**src/rtl/pwm_decoder_pkg.sv**
```systemverilog
// Shared types and defaults for the pwm_decoder block.
package pwm_pkg;

  typedef enum logic [1:0] {
    S_SYNC = 2'd0,
    S_HIGH = 2'd1,
    S_LOW  = 2'd2
  } pwm_state_t;

  localparam int DEF_TIMEOUT_CYCLES = 1024;

endpackage

```
**src/rtl/pwm_input_sync.sv**
```systemverilog
// Input conditioning for pwm_decoder: 2-flop synchronizer, optional deglitch filter
// (PWM_DECODER_GLITCH_FILTER_EN) and rise/fall detection on the conditioned level.
module pwm_input_sync #(
  parameter int FILTER_LEN = 3
) (
  input  logic clk,
  input  logic reset,
  input  logic i_pwm,
  output logic o_level,
  output logic o_rise,
  output logic o_fall
);

  localparam int ARM_LAT = 3 + FILTER_LEN;
  localparam int AW      = $clog2(ARM_LAT + 1);
  localparam logic [AW-1:0] ARM_MAX = AW'(ARM_LAT);

  logic          r_sync1;
  logic          r_sync2;
  logic          r_prev;
  logic [AW-1:0] r_arm_cnt;
  logic          w_level;
  logic          w_armed;

  always_ff @(posedge clk or posedge reset) begin
    if (reset) begin
      r_sync1   <= 1'b0;
      r_sync2   <= 1'b0;
      r_prev    <= 1'b0;
      r_arm_cnt <= '0;
    end else begin
      r_sync1 <= i_pwm;
      r_sync2 <= r_sync1;
      r_prev  <= w_level;
      if (r_arm_cnt != ARM_MAX) r_arm_cnt <= r_arm_cnt + 1'b1;
    end
  end

  // Edges are suppressed until the pipeline holds real input, so a line that is
  // already high when reset releases does not look like a fresh rising edge.
  assign w_armed = (r_arm_cnt == ARM_MAX);

`ifdef PWM_DECODER_GLITCH_FILTER_EN
  localparam int FW = $clog2(FILTER_LEN + 1);
  localparam logic [FW-1:0] FLT_LAST = FW'(FILTER_LEN - 1);

  logic [FW-1:0] r_flt_cnt;
  logic          r_flt_level;

  always_ff @(posedge clk or posedge reset) begin
    if (reset) begin
      r_flt_cnt   <= '0;
      r_flt_level <= 1'b0;
    end else if (r_sync2 == r_flt_level) begin
      r_flt_cnt <= '0;
    end else if (r_flt_cnt == FLT_LAST) begin
      r_flt_level <= r_sync2;
      r_flt_cnt   <= '0;
    end else begin
      r_flt_cnt <= r_flt_cnt + 1'b1;
    end
  end

  assign w_level = r_flt_level;
`else
  assign w_level = r_sync2;
`endif

  assign o_level = w_level;
  assign o_rise  = w_armed & w_level & ~r_prev;
  assign o_fall  = w_armed & ~w_level & r_prev;

endmodule

```
**src/rtl/pwm_decoder.sv**
```systemverilog
// pwm_decoder: measures high time and period of an asynchronous PWM input, one
// latest-wins measurement per period. Optional deglitch: PWM_DECODER_GLITCH_FILTER_EN.
module pwm_decoder
  import pwm_pkg::*;
#(
  parameter int PWM_WIDTH      = 8,
  parameter int CNT_WIDTH      = 16,
  parameter int TIMEOUT_CYCLES = DEF_TIMEOUT_CYCLES,
  parameter int FILTER_LEN     = 3
) (
  input  logic                 clk,
  input  logic                 reset,
  input  logic                 i_pwm,
  output logic [PWM_WIDTH-1:0] o_duty,
  output logic [CNT_WIDTH-1:0] o_period,
  output logic                 o_valid,
  input  logic                 i_ready,
  output logic                 o_timeout,
  output logic                 o_level,
  output logic                 o_overrun
);

  localparam logic [CNT_WIDTH-1:0] CNT_MAX  = '1;
  localparam logic [CNT_WIDTH-1:0] CNT_ONE  = CNT_WIDTH'(1);
  localparam logic [CNT_WIDTH-1:0] TO_CNT   = CNT_WIDTH'(TIMEOUT_CYCLES);
  localparam logic [CNT_WIDTH-1:0] DUTY_MAX = CNT_WIDTH'({PWM_WIDTH{1'b1}});

  pwm_state_t           r_state;
  logic [CNT_WIDTH-1:0] r_high_cnt;
  logic [CNT_WIDTH-1:0] r_per_cnt;
  logic [CNT_WIDTH-1:0] r_period;
  logic [PWM_WIDTH-1:0] r_duty;
  logic                 r_valid;
  logic                 r_timeout;
  logic                 r_overrun;

  logic                 w_level;
  logic                 w_rise;
  logic                 w_fall;
  logic [CNT_WIDTH-1:0] w_high_inc;
  logic [CNT_WIDTH-1:0] w_per_inc;
  logic [PWM_WIDTH-1:0] w_duty_sat;
  logic                 w_timeout_hit;

  pwm_input_sync #(
    .FILTER_LEN(FILTER_LEN)
  ) u_input_sync (
    .clk    (clk),
    .reset  (reset),
    .i_pwm  (i_pwm),
    .o_level(w_level),
    .o_rise (w_rise),
    .o_fall (w_fall)
  );

  assign w_high_inc    = (r_high_cnt == CNT_MAX) ? r_high_cnt : r_high_cnt + CNT_ONE;
  assign w_per_inc     = (r_per_cnt == CNT_MAX) ? r_per_cnt : r_per_cnt + CNT_ONE;
  assign w_duty_sat    = (r_high_cnt > DUTY_MAX) ? {PWM_WIDTH{1'b1}} : r_high_cnt[PWM_WIDTH-1:0];
  assign w_timeout_hit = (r_per_cnt >= TO_CNT);

  // S_SYNC: await rise, no output | S_HIGH: count high+period | S_LOW: count period, rise closes it
  always_ff @(posedge clk or posedge reset) begin
    if (reset) begin
      r_state    <= S_SYNC;
      r_high_cnt <= '0;
      r_per_cnt  <= '0;
      r_duty     <= '0;
      r_period   <= '0;
      r_valid    <= 1'b0;
      r_timeout  <= 1'b0;
      r_overrun  <= 1'b0;
    end else begin
      r_overrun <= 1'b0;
      if (r_valid && i_ready) r_valid <= 1'b0;

      case (r_state)
        S_SYNC: begin
          // The edge cycle is the first cycle of the new high phase.
          if (w_rise) begin
            r_state    <= S_HIGH;
            r_high_cnt <= CNT_ONE;
            r_per_cnt  <= CNT_ONE;
            r_timeout  <= 1'b0;
          end
        end
        S_HIGH: begin
          if (w_timeout_hit) begin
            r_state   <= S_SYNC;
            r_timeout <= 1'b1;
          end else if (w_fall) begin
            r_state   <= S_LOW;
            r_per_cnt <= w_per_inc;
          end else begin
            r_high_cnt <= w_high_inc;
            r_per_cnt  <= w_per_inc;
          end
        end
        S_LOW: begin
          if (w_timeout_hit) begin
            r_state   <= S_SYNC;
            r_timeout <= 1'b1;
          end else if (w_rise) begin
            r_duty     <= w_duty_sat;
            r_period   <= r_per_cnt;
            r_valid    <= 1'b1;
            r_overrun  <= r_valid && !i_ready;
            r_high_cnt <= CNT_ONE;
            r_per_cnt  <= CNT_ONE;
            r_state    <= S_HIGH;
          end else begin
            r_per_cnt <= w_per_inc;
          end
        end
        default: r_state <= S_SYNC;
      endcase
    end
  end

  assign o_duty    = r_duty;
  assign o_period  = r_period;
  assign o_valid   = r_valid;
  assign o_timeout = r_timeout;
  assign o_overrun = r_overrun;
  assign o_level   = w_level;

endmodule

```
**config.mk**
```make
export PLATFORM = sky130hd
export DESIGN_NAME = pwm_decoder
export DESIGN_NICKNAME = d
export VERILOG_FILES = /design/src/rtl/pwm_decoder_pkg.sv /design/src/rtl/pwm_input_sync.sv /design/src/rtl/pwm_decoder.sv
export SDC_FILE = /design/constraint.sdc
export NUM_CORES = 1
export LEC_CHECK = 0
export ABC_AREA = 1
export CAP_MARGIN = 20
export CORE_MARGIN = 3
export CORE_UTILIZATION = 58
export DETAILED_ROUTE_END_ITERATION = 12
export GPL_ROUTABILITY_DRIVEN = 0
export PLACE_DENSITY_LB_ADDON = 0.25
export SLEW_MARGIN = 20
export SYNTH_ARGS = -nofsm -noshare
export SYNTH_HDL_FRONTEND = slang
export SYNTH_SLANG_ARGS = --single-unit
```
**constraint.sdc**
```tcl
create_clock -name clk -period 2.65 [get_ports clk]
set_clock_uncertainty 0.05 [all_clocks]
set_input_delay 0.53 -clock clk [delete_from_list [all_inputs] [get_ports clk]]
set_output_delay 0.53 -clock clk [all_outputs]
set_load 0.005 [all_outputs]
```
# == After elaboration in Yosys (flattened, before gate mapping) ==
# Index checks and enable logic that the tools add are counted.
# totals
word_cells,76
reg_bits,67
inputBits,4
output_inout_bits,28
# classes
addsub,3
muxes,28
n_bitwise,7
eq_ne,13
n_lt_le_gt_ge,2
n_reduce_logical,11
# op_table
cell,count
$mux 16,10
$pmux 16 s3,2
$add 16x1->16 const B,2
$eq 16x16->1 const B,2
$ge 16x11->1 const B,1
$gt 16x8->1 const B,1
$mux 1,9
$mux 2,4
$mux 8,1
$ne 2x2->1 const B,4
$pmux 2 s3,1
$reduce_and 3->1,2
$reduce_and 5->1,1
$and 1x1->1,4
$ne 2x1->1 const B,2
$reduce_and 4->1,1
$add 3x1->3 const B,1
$eq 3x3->1 const B,1
$ne 3x2->1 const B,1
$ne 3x3->1 const B,1
$not 1->1,3
$reduce_bool 3->1,1
$eq 2x1->1 const B,1
$eq 2x2->1 const B,1
6 further kinds,7

# == Longest topological paths before layout ==
# Gate-level depths: netlist (run 1).
# logic_depth
ltp_word,6
depth_mapped,13
ltp_nobuf,12

# == By module ==
# A second synthesis (run 1) with hierarchy kept.
# hier_totals
hier_cells,418
area_unflattened_um2,3352.0
# by_module_without_submodules
mod,n_inst,area_per_inst_um2,cells_each,seq_area_each_um2
pwm_decoder,1,3096.7,391,1526.5
pwm_input_sync,1,255.2,27,150.1

# == Worst setup path after synthesis (run 1) ==
# No wires, ideal clock.
# synth_path
path_kind,reg2reg
from,register r_state[1]
to,register r_per_cnt[9]
setup_time_ns,0.120
arrival_ns,1.489
t_required_ns,2.480
n_path_buf,1
slack_ns,0.991
stages_incl_launch_ff,12
cell_sequence,dfrtp_1 inv_1 ha_1 nor2_2 inv_1 nand2_4 inv_2 nor2_4 buf_6 nand4_1 nand2_1 nor2_1
# synth_via
elab_chain_cells,3
# synth_rtl
element,line_no,rtl
from (decl),pwm_decoder.sv:28,pwm_state_t r_state;
from (signal assigned),pwm_decoder.sv:64,r_state <= S_SYNC;
from (signal assigned),pwm_decoder.sv:80,r_state <= S_HIGH;
from (signal assigned),pwm_decoder.sv:88,r_state <= S_SYNC;
"$eq 2x1->1, or another cell as far along",pwm_decoder.sv:76,case (r_state)
"$ne 2x2->1 (no source line), or another cell as far along",--,
$reduce_and 4->1 (no source line),--,
to (signal assigned),pwm_decoder.sv:92,r_per_cnt <= w_per_inc;
to (signal assigned),pwm_decoder.sv:95,r_per_cnt <= w_per_inc;
to (signal assigned),pwm_decoder.sv:111,r_per_cnt <= w_per_inc;
to (decl),pwm_decoder.sv:30,logic [CNT_WIDTH-1:0] r_per_cnt;
# Several ways; a longest one is shown, not always the timed one.
# A chain may end at the register's enable or synchronous reset.

# == Final worst setup path (run 1) ==
# layout_path
from,register r_state[1]
to,register r_high_cnt[2]
# layout_via
elab_chain_cells,3
# layout_rtl
element,line_no,rtl
"$eq 2x1->1, or another cell as far along",pwm_decoder.sv:76,
$ne 2x2->1 (no source line) or $reduce_bool 3->1 (tied branches),--,
$reduce_and 5->1 (no source line),--,
to (signal assigned),pwm_decoder.sv:94,r_high_cnt <= w_high_inc;
to (decl),pwm_decoder.sv:29,logic [CNT_WIDTH-1:0] r_high_cnt;
# Several ways; a longest one is shown, not always the timed one.

==> results of run 1 <==
flip-flops by register name (all words and copies together), names as in the netlist:
signal and cells:
u_input_sync.r_prev 1, o_period 16, u_input_sync.r_sync1 1, o_overrun 1, u_input_sync.r_arm_cnt 3, r_per_cnt 16
u_input_sync.o_level 1, r_state 2, o_valid 1, r_high_cnt 16, o_duty 8, o_timeout 1
path summary, 6_finish.rpt:
check	start	end	slack [ns]
max in group asynchronous	reset	r_per_cnt[12]	1.75
max	r_state[1]	r_high_cnt[2]	0.67
max reg2reg	r_state[1]	r_high_cnt[2]	0.67
min in group asynchronous	reset	o_period[3]	0.53
min	u_input_sync.r_sync1	u_input_sync.o_level	0.30
min reg2reg	u_input_sync.r_sync1	u_input_sync.o_level	0.30
power by group through the flow:
| stage | combinational, uW | sequential, uW | clock, uW |
|---|---|---|---|
| global placement | 1000 | 1230 | 0 |
| floorplan | 824 | 1220 | 0 |
| detailed placement | 1040 | 1240 | 0 |
| CTS | 1050 | 1220 | 949 |
| finish | 1040 | 1220 | 930 |
| global route | 1190 | 1240 | 1000 |
stage by stage:
stage / cells / utilization
after global placement: 557 / 0.686
after floorplan: 461 / -
after CTS: 573 / 0.724
after global routing: 573 / 0.724
after detailed placement: 557 / 0.686
final: 573 / 0.724
layout by cell type, fill, tap and decap left out, types with 4 or more instances in the layout:
cell             netlist  routed
nand2_1              153     153
dfrtp_1               67      67
nor2_1                66      66
inv_1                 51      50
clkdlybuf4s50_1        0      31
nand3_1               23      23
o21ai_0               17      17
o21ai_1               10      10
ha_1                   9       9
clkbuf_8               0       9
nand4_1                8       8
xor2_1                 7       7
inv_2                  5       6
nor2_2                 6       6
xnor2_1                5       5
nand2_2                4       4
nand2_4                4       4
worst reg2reg max path, stage by stage, from the launching register on:
cell	delay, ns
dfrtp_1	0.42
inv_1	0.09
ha_1	0.29
inv_2	0.20
nand2_1	0.11
nand2_1	0.06
inv_1	0.06
nand4_2	0.35
nand2_1	0.18
nand2_1	0.07
cell type report:
cell class	instances	area (sq um)	area share
clock buffers	9	124	0.0300
clock inverters	7	92.6	0.0224
inverters	56	210	0.0508
multi-input cells	329	1600	0.388
flip-flops and latches	67	1680	0.405
well taps	72	90.1	0.0218
repair buffers	33	338	0.0817
cell families (layout without fill, tap and decap cells):
| group | count (synthesis) | count (layout) | share of synthesized area |
|---|---|---|---|
| AND/OR/NAND/NOR | 279 | 279 | 0.348 |
| buffers and inverters | 65 | 105 | 0.0768 |
| AO/OA/AOI/OAI | 29 | 29 | 0.0423 |
| XOR/XNOR | 12 | 12 | 0.0296 |
| flip-flops | 67 | 67 | 0.472 |
| adder cells (fa/ha/maj) | 9 | 9 | 0.0317 |
layer usage:
layer  GRT usage  share of wire
met5           0              0
met4      0.0643          0.015
met3      0.0530          0.052
met2       0.372           0.48
met1       0.291           0.45
==> flow_metrics.tcl, run 1 <==
set metrics [dict create \
    seq_area_frac_synth 0.472 \
    setup_viol_count_final 0 \
    cts_inserted_buffers 9 \
    dpl_cell_area_sq_mm 0.00392 \
    ys_ff_latch 67 \
    grt.total_usage 0.223 \
    min_period_over_period 0.748 \
    final_instance_area_sq_mm 0.00414 \
    worst-path-max-fanout 18 \
    syn-mean-instance-area_sq_um 7.71 \
    post_cts_resized 0 \
    antenna_violations_before_repair 0 \
    setup-tns-final_ns 0 \
    grt_first_pass_wirelength_um 13000 \
    run_status "finished clean" \
    globalRouteOverflowTotal 0 \
    postCtsHoldBufs 0 \
    synth_top_cell_area_share 0.472 \
    period_minus_slack_ns 1.98 \
    ys.flop_type "dfrtp_1" \
    async_reset_ff_frac 1.00 \
    cpPeakStageDelay_ns 0.42 \
    core_sq_mm 0.00571 \
    worstHoldPathCells 0 \
    top_level_ports 32 \
    grt_setup_unrepaired "false" \
    vertical_die_dimension_um 84.3 \
    critical_path_cell_count 9 \
    worstSkewPairLatency_ns 0.34 \
    port-buffer-count 31 \
    place_ws_ns 0.677 \
    post_synth_edffs 0 \
    comb_power_share 0.327 \
    detail_route.drc_violations 0 \
    report.final.hold_viol_count 0 \
    worst-endpoint-arrival_ns 2.16 \
    cts_sinks 67 \
    nFillCells 472 \
    worstPathCellList "inv_1, ha_1, inv_2, nand2_1, nand2_1, inv_1, nand4_2, nand2_1, nand2_1" \
    synth_fp_nets 474 \
    synth_area_sq_mm 0.00355 \
    yosysWarningCount 0 \
    cell_internal_pwr_uw 2000 \
    antennaDiodeCount 0 \
    postSynthCellCount 461 \
    cts.path.max_buffers 2 \
    ctsRootBufferMaster "clkbuf_8" \
    synthTopCellsByArea "dfrtp_1, nand2_1, nor2_1, inv_1, nand3_1" \
    drt_pass1_iterations 5 \
    synth.largest_area_cell "dfrtp_1" \
    timing_max_transition_violations_final 0 \
    cts.clk_slew.worst_paths_ns 0.07 \
    routed_wire_length_per_instance_um 12.4 \
    switching_fraction_of_total_power 0.374 \
    layout-drive-gt1-share 0.0918 \
    largest_net_degree_at_the_start_of_global_routing 68 \
    slew-limit-headroom 0.696 \
    critical_path_buf_inv_count 3 \
    critPathKind "flop to flop" \
    post-synth-top-count-cell "nand2_1" \
    hp-class "flop to flop" \
    ir_worst_vdd_mv 0.462 \
    p_leak_uw 0.00204 \
    placementRows 27 \
    syn2layout_area_growth_pct 16.4 \
    slowest_stage "dfrtp_1" \
    power-per-cell-area_mw_per_mm2 772 \
    worst_hold_slack_ns 0.301 \
    post-cts-setup-buffers 0 \
    ctsHtreeMaxLevel 3 \
    timing.critical_path.from_type "flop" \
    endpoint_kind "flop" \
    synth.lib_cells_used.distinct 31 \
    netlist_top_cells_count "nand2_1, dfrtp_1, nor2_1" \
    power_uw 3190 \
    share_seq_of_total_power 0.382 \
    detail-route-antenna-nets 0 \
    achievable-frequency_mhz 504 \
    timing_worst_slew_pin_value_ns 0.455 \
    drv.max_cap_violation_count 0 \
    dp.final_hpwl_um 5030 \
    final_net_count 509 \
    drt-initial-drc-count 206 \
    finalWorstSetupSlack_ns 0.667 \
    chipWidth_um 84.3 \
    fp.dieArea_sq_mm 0.00710 \
    detailroute.via_count 2948 \
    worst_r2r_path_depth 9 \
    cts_tree "done" \
    routed_wl_um 7080 \
    cpMostUsedCell "nand2_1" \
    initial_util 0.622 \
    p_switching_uw 1190 \
    vias_per_cell 5.14 \
    worstPathRequired_ns 2.83 \
    pwr-share-clk 0.291 \
    timing.critical_path.max_delay_family "simple AND/OR/NAND/NOR gates" \
    first_global_vias 2932 \
]
(Power assumes the default switching activity.)
==> inputs of run 2 (changes only) <==
==> constraint.sdc (replaced) <==
create_clock -name clk -period 2.04 [get_ports clk]
set_clock_uncertainty 0.05 [all_clocks]
set_input_delay 0.408 -clock clk [delete_from_list [all_inputs] [get_ports clk]]
set_output_delay 0.408 -clock clk [all_outputs]
set_load 0.005 [all_outputs]
==> run 2 against run 1 <==
Compared with the run above: total power increased by 30%; register-to-register slack got worse by 0.50 ns; die area unchanged; sequential power increased by 29%; largest power group unchanged; sequential share of layout area decreased by 0.57 points; cell area increased by 1.4%; setup slack got worse by 0.50 ns; critical path depth increased by 3; combinational power increased by 40%; routed wire length increased by 2.6%; largest cell class unchanged; critical path type unchanged; sequential cell count unchanged.
==> flow_metrics.tcl, run 2 (synthesis gave the netlist of run 1 again) <==
set metrics [dict create \
    p_leak_uw 0.00205 \
    drv.max_cap_violation_count 0 \
    critPathKind "flop to flop" \
    detail_route.drc_violations 0 \
    initial_util 0.622 \
    chipWidth_um 84.3 \
    min_to "u_input_sync.o_level" \
    drt_pass1_iterations 5 \
    core_sq_mm 0.00571 \
    dpl.cell_count 562 \
    timing.critical_path.from_type "flop" \
    worstHoldPathCells 0 \
    slew-limit-headroom 0.658 \
    ctsRootBufferMaster "clkbuf_8" \
    most_frequent_cells_in_the_layout "nand2_1, dfrtp_1, nor2_1" \
    worst_r2r_path_depth 12 \
    setup-tns-final_ns 0 \
    ir_worst_vdd_mv 0.664 \
    period_minus_slack_ns 1.88 \
    p_switching_uw 1570 \
    ctsHtreeMaxLevel 3 \
    grt.total_usage 0.218 \
    antenna_violations_before_repair 0 \
    vertical_die_dimension_um 84.3 \
    worstSkewPairLatency_ns 0.34 \
    globalRouteOverflowTotal 0 \
    detailroute.via_count 2974 \
    cts_tree "done" \
    final_instance_area_sq_mm 0.00419 \
    timing_max_transition_violations_final 0 \
    grt_first_pass_wirelength_um 12600 \
    share_seq_of_total_power 0.379 \
    endpoint_kind "flop" \
    routed_wl_um 7260 \
    worstReg2RegEnd "r_per_cnt[4]" \
    port-buffer-count 31 \
    detail-route-antenna-nets 0 \
    comb_power_share 0.351 \
    top_level_ports 32 \
    cts_sinks 67 \
    drt-initial-drc-count 172 \
    worst-endpoint-arrival_ns 2.09 \
    dp.final_hpwl_um 5160 \
    layout-drive-gt1-share 0.105 \
    pwr-share-clk 0.270 \
    min_period_over_period 0.920 \
    cell_internal_pwr_uw 2580 \
    cts.clk_slew.worst_paths_ns 0.08 \
    timing_worst_slew_pin_value_ns 0.511 \
    worstPathRequired_ns 2.25 \
    power-per-cell-area_mw_per_mm2 989 \
    cts.path.max_buffers 2 \
    achievable-frequency_mhz 533 \
    antennaDiodeCount 0 \
    worst_hold_slack_ns 0.311 \
    first_global_vias 2768 \
    cts_inserted_buffers 9 \
    most_common_library_cell_in_the_layout_ignoring_fill_and_taps "nand2_1" \
    critical_path.startpoint "u_input_sync.r_arm_cnt[0]" \
    fp.dieArea_sq_mm 0.00710 \
    switching_fraction_of_total_power 0.377 \
    worst-path-max-fanout 10 \
    final_net_count 515 \
    run_status "finished clean" \
    dpl_cell_area_sq_mm 0.00397 \
    setup_slack_of_the_most_critical_reg_to_reg_path_ns 0.16 \
    hp-class "flop to flop" \
    largest_net_degree_at_the_start_of_global_routing 31 \
    hold_path_startpoint "u_input_sync.r_sync1" \
    utilization 0.735 \
    report.final.hold_viol_count 0 \
    setup_viol_count_final 0 \
    vias_per_cell 5.14 \
    placementRows 27 \
    routed_wire_length_per_instance_um 12.5 \
    finalNonFillerCells 579 \
    timing.rr.start "u_input_sync.r_arm_cnt[0]" \
    syn2layout_area_growth_pct 18.0 \
]
==> run 2: cell count changes in the layout (fill, tap and decap cells not counted), moves of 2 or more <==
cell | previous run | this run
nor2_2 | 6 | 4
clkinv_4 | 2 | 0
nor2_4 | 2 | 4
buf_4 | 1 | 6
clkinvlp_4 | 0 | 3
==> run 2: cell type report <==
cell class                 instances  area, sq um
sequential                        67         1680
multi-input combinational        329         1620
fill                             450         1520
timing repair buffer              39          395
inverter                          56          214
clock buffer                      10          138
tap                               72         90.1
clock inverter                     6         63.8
==> run 2: metrics by stage <==
| step | setup WS, ns | total power, uW |
|---|---|---|
| global placement | 0.267 | 2960 |
| global route | -0.00118 | 4450 |
| detailed placement | 0.133 | 3000 |
| finish | 0.164 | 4150 |
| CTS | 0.0935 | 4120 |
| floorplan | 0.381 | 2650 |
==> run 2: per-layer routing <==
metal / share of wire / GRT usage / vias up
li1: - / - / 1509
met4: 0.012 / 0.0687 / 0
met1: 0.47 / 0.294 / 1370
met2: 0.46 / 0.358 / 87
met5: 0 / 0 / -
met3: 0.050 / 0.0412 / 8
==> run 2: worst max path at each step <==
stage                     depth (start not counted)  slack (ns)      endpoint
after floorplan                                  11        0.38  r_per_cnt[9]
after global placement                           10        0.27  r_per_cnt[3]
after detailed placement                         11        0.13  r_per_cnt[5]
after CTS                                        11        0.09  r_per_cnt[5]
after global routing                             12      -0.001  r_per_cnt[4]
final                                            12        0.16  r_per_cnt[4]
==> run 2: repair_timing <==
| item | 4_1_cts | 5_1_grt |
|---|---|---|
| hold buffers | 0 | 0 |
| buffers inserted | 0 | 1 |
| endpoints found under the hold margin | 0 | 0 |
| endpoints found under the setup margin | 0 | 5 |
| resized for setup | 0 | 3 |
==> run 2: power by group through the flow <==
| stage | Clock [uW] | Sequential (uW) | Combinational, uW |
|---|---|---|---|
| after floorplan | 0 | 1580 | 1070 |
| after global placement | 0 | 1590 | 1380 |
| after detailed placement | 0 | 1600 | 1410 |
| after CTS | 1130 | 1570 | 1420 |
| after global routing | 1200 | 1600 | 1650 |
| final | 1120 | 1570 | 1460 |
==> run 2: worst max-delay path: stages, from the launching register on <==
cell     delay [ns]
dfrtp_1        0.41
inv_1          0.07
ha_1           0.15
nand2_2        0.10
inv_2          0.11
nand2_4        0.09
nand2_4        0.10
nand2_2        0.06
nor2_4         0.24
nand3_1        0.15
nand2_1        0.11
nand2_1        0.07
nor2_1         0.09
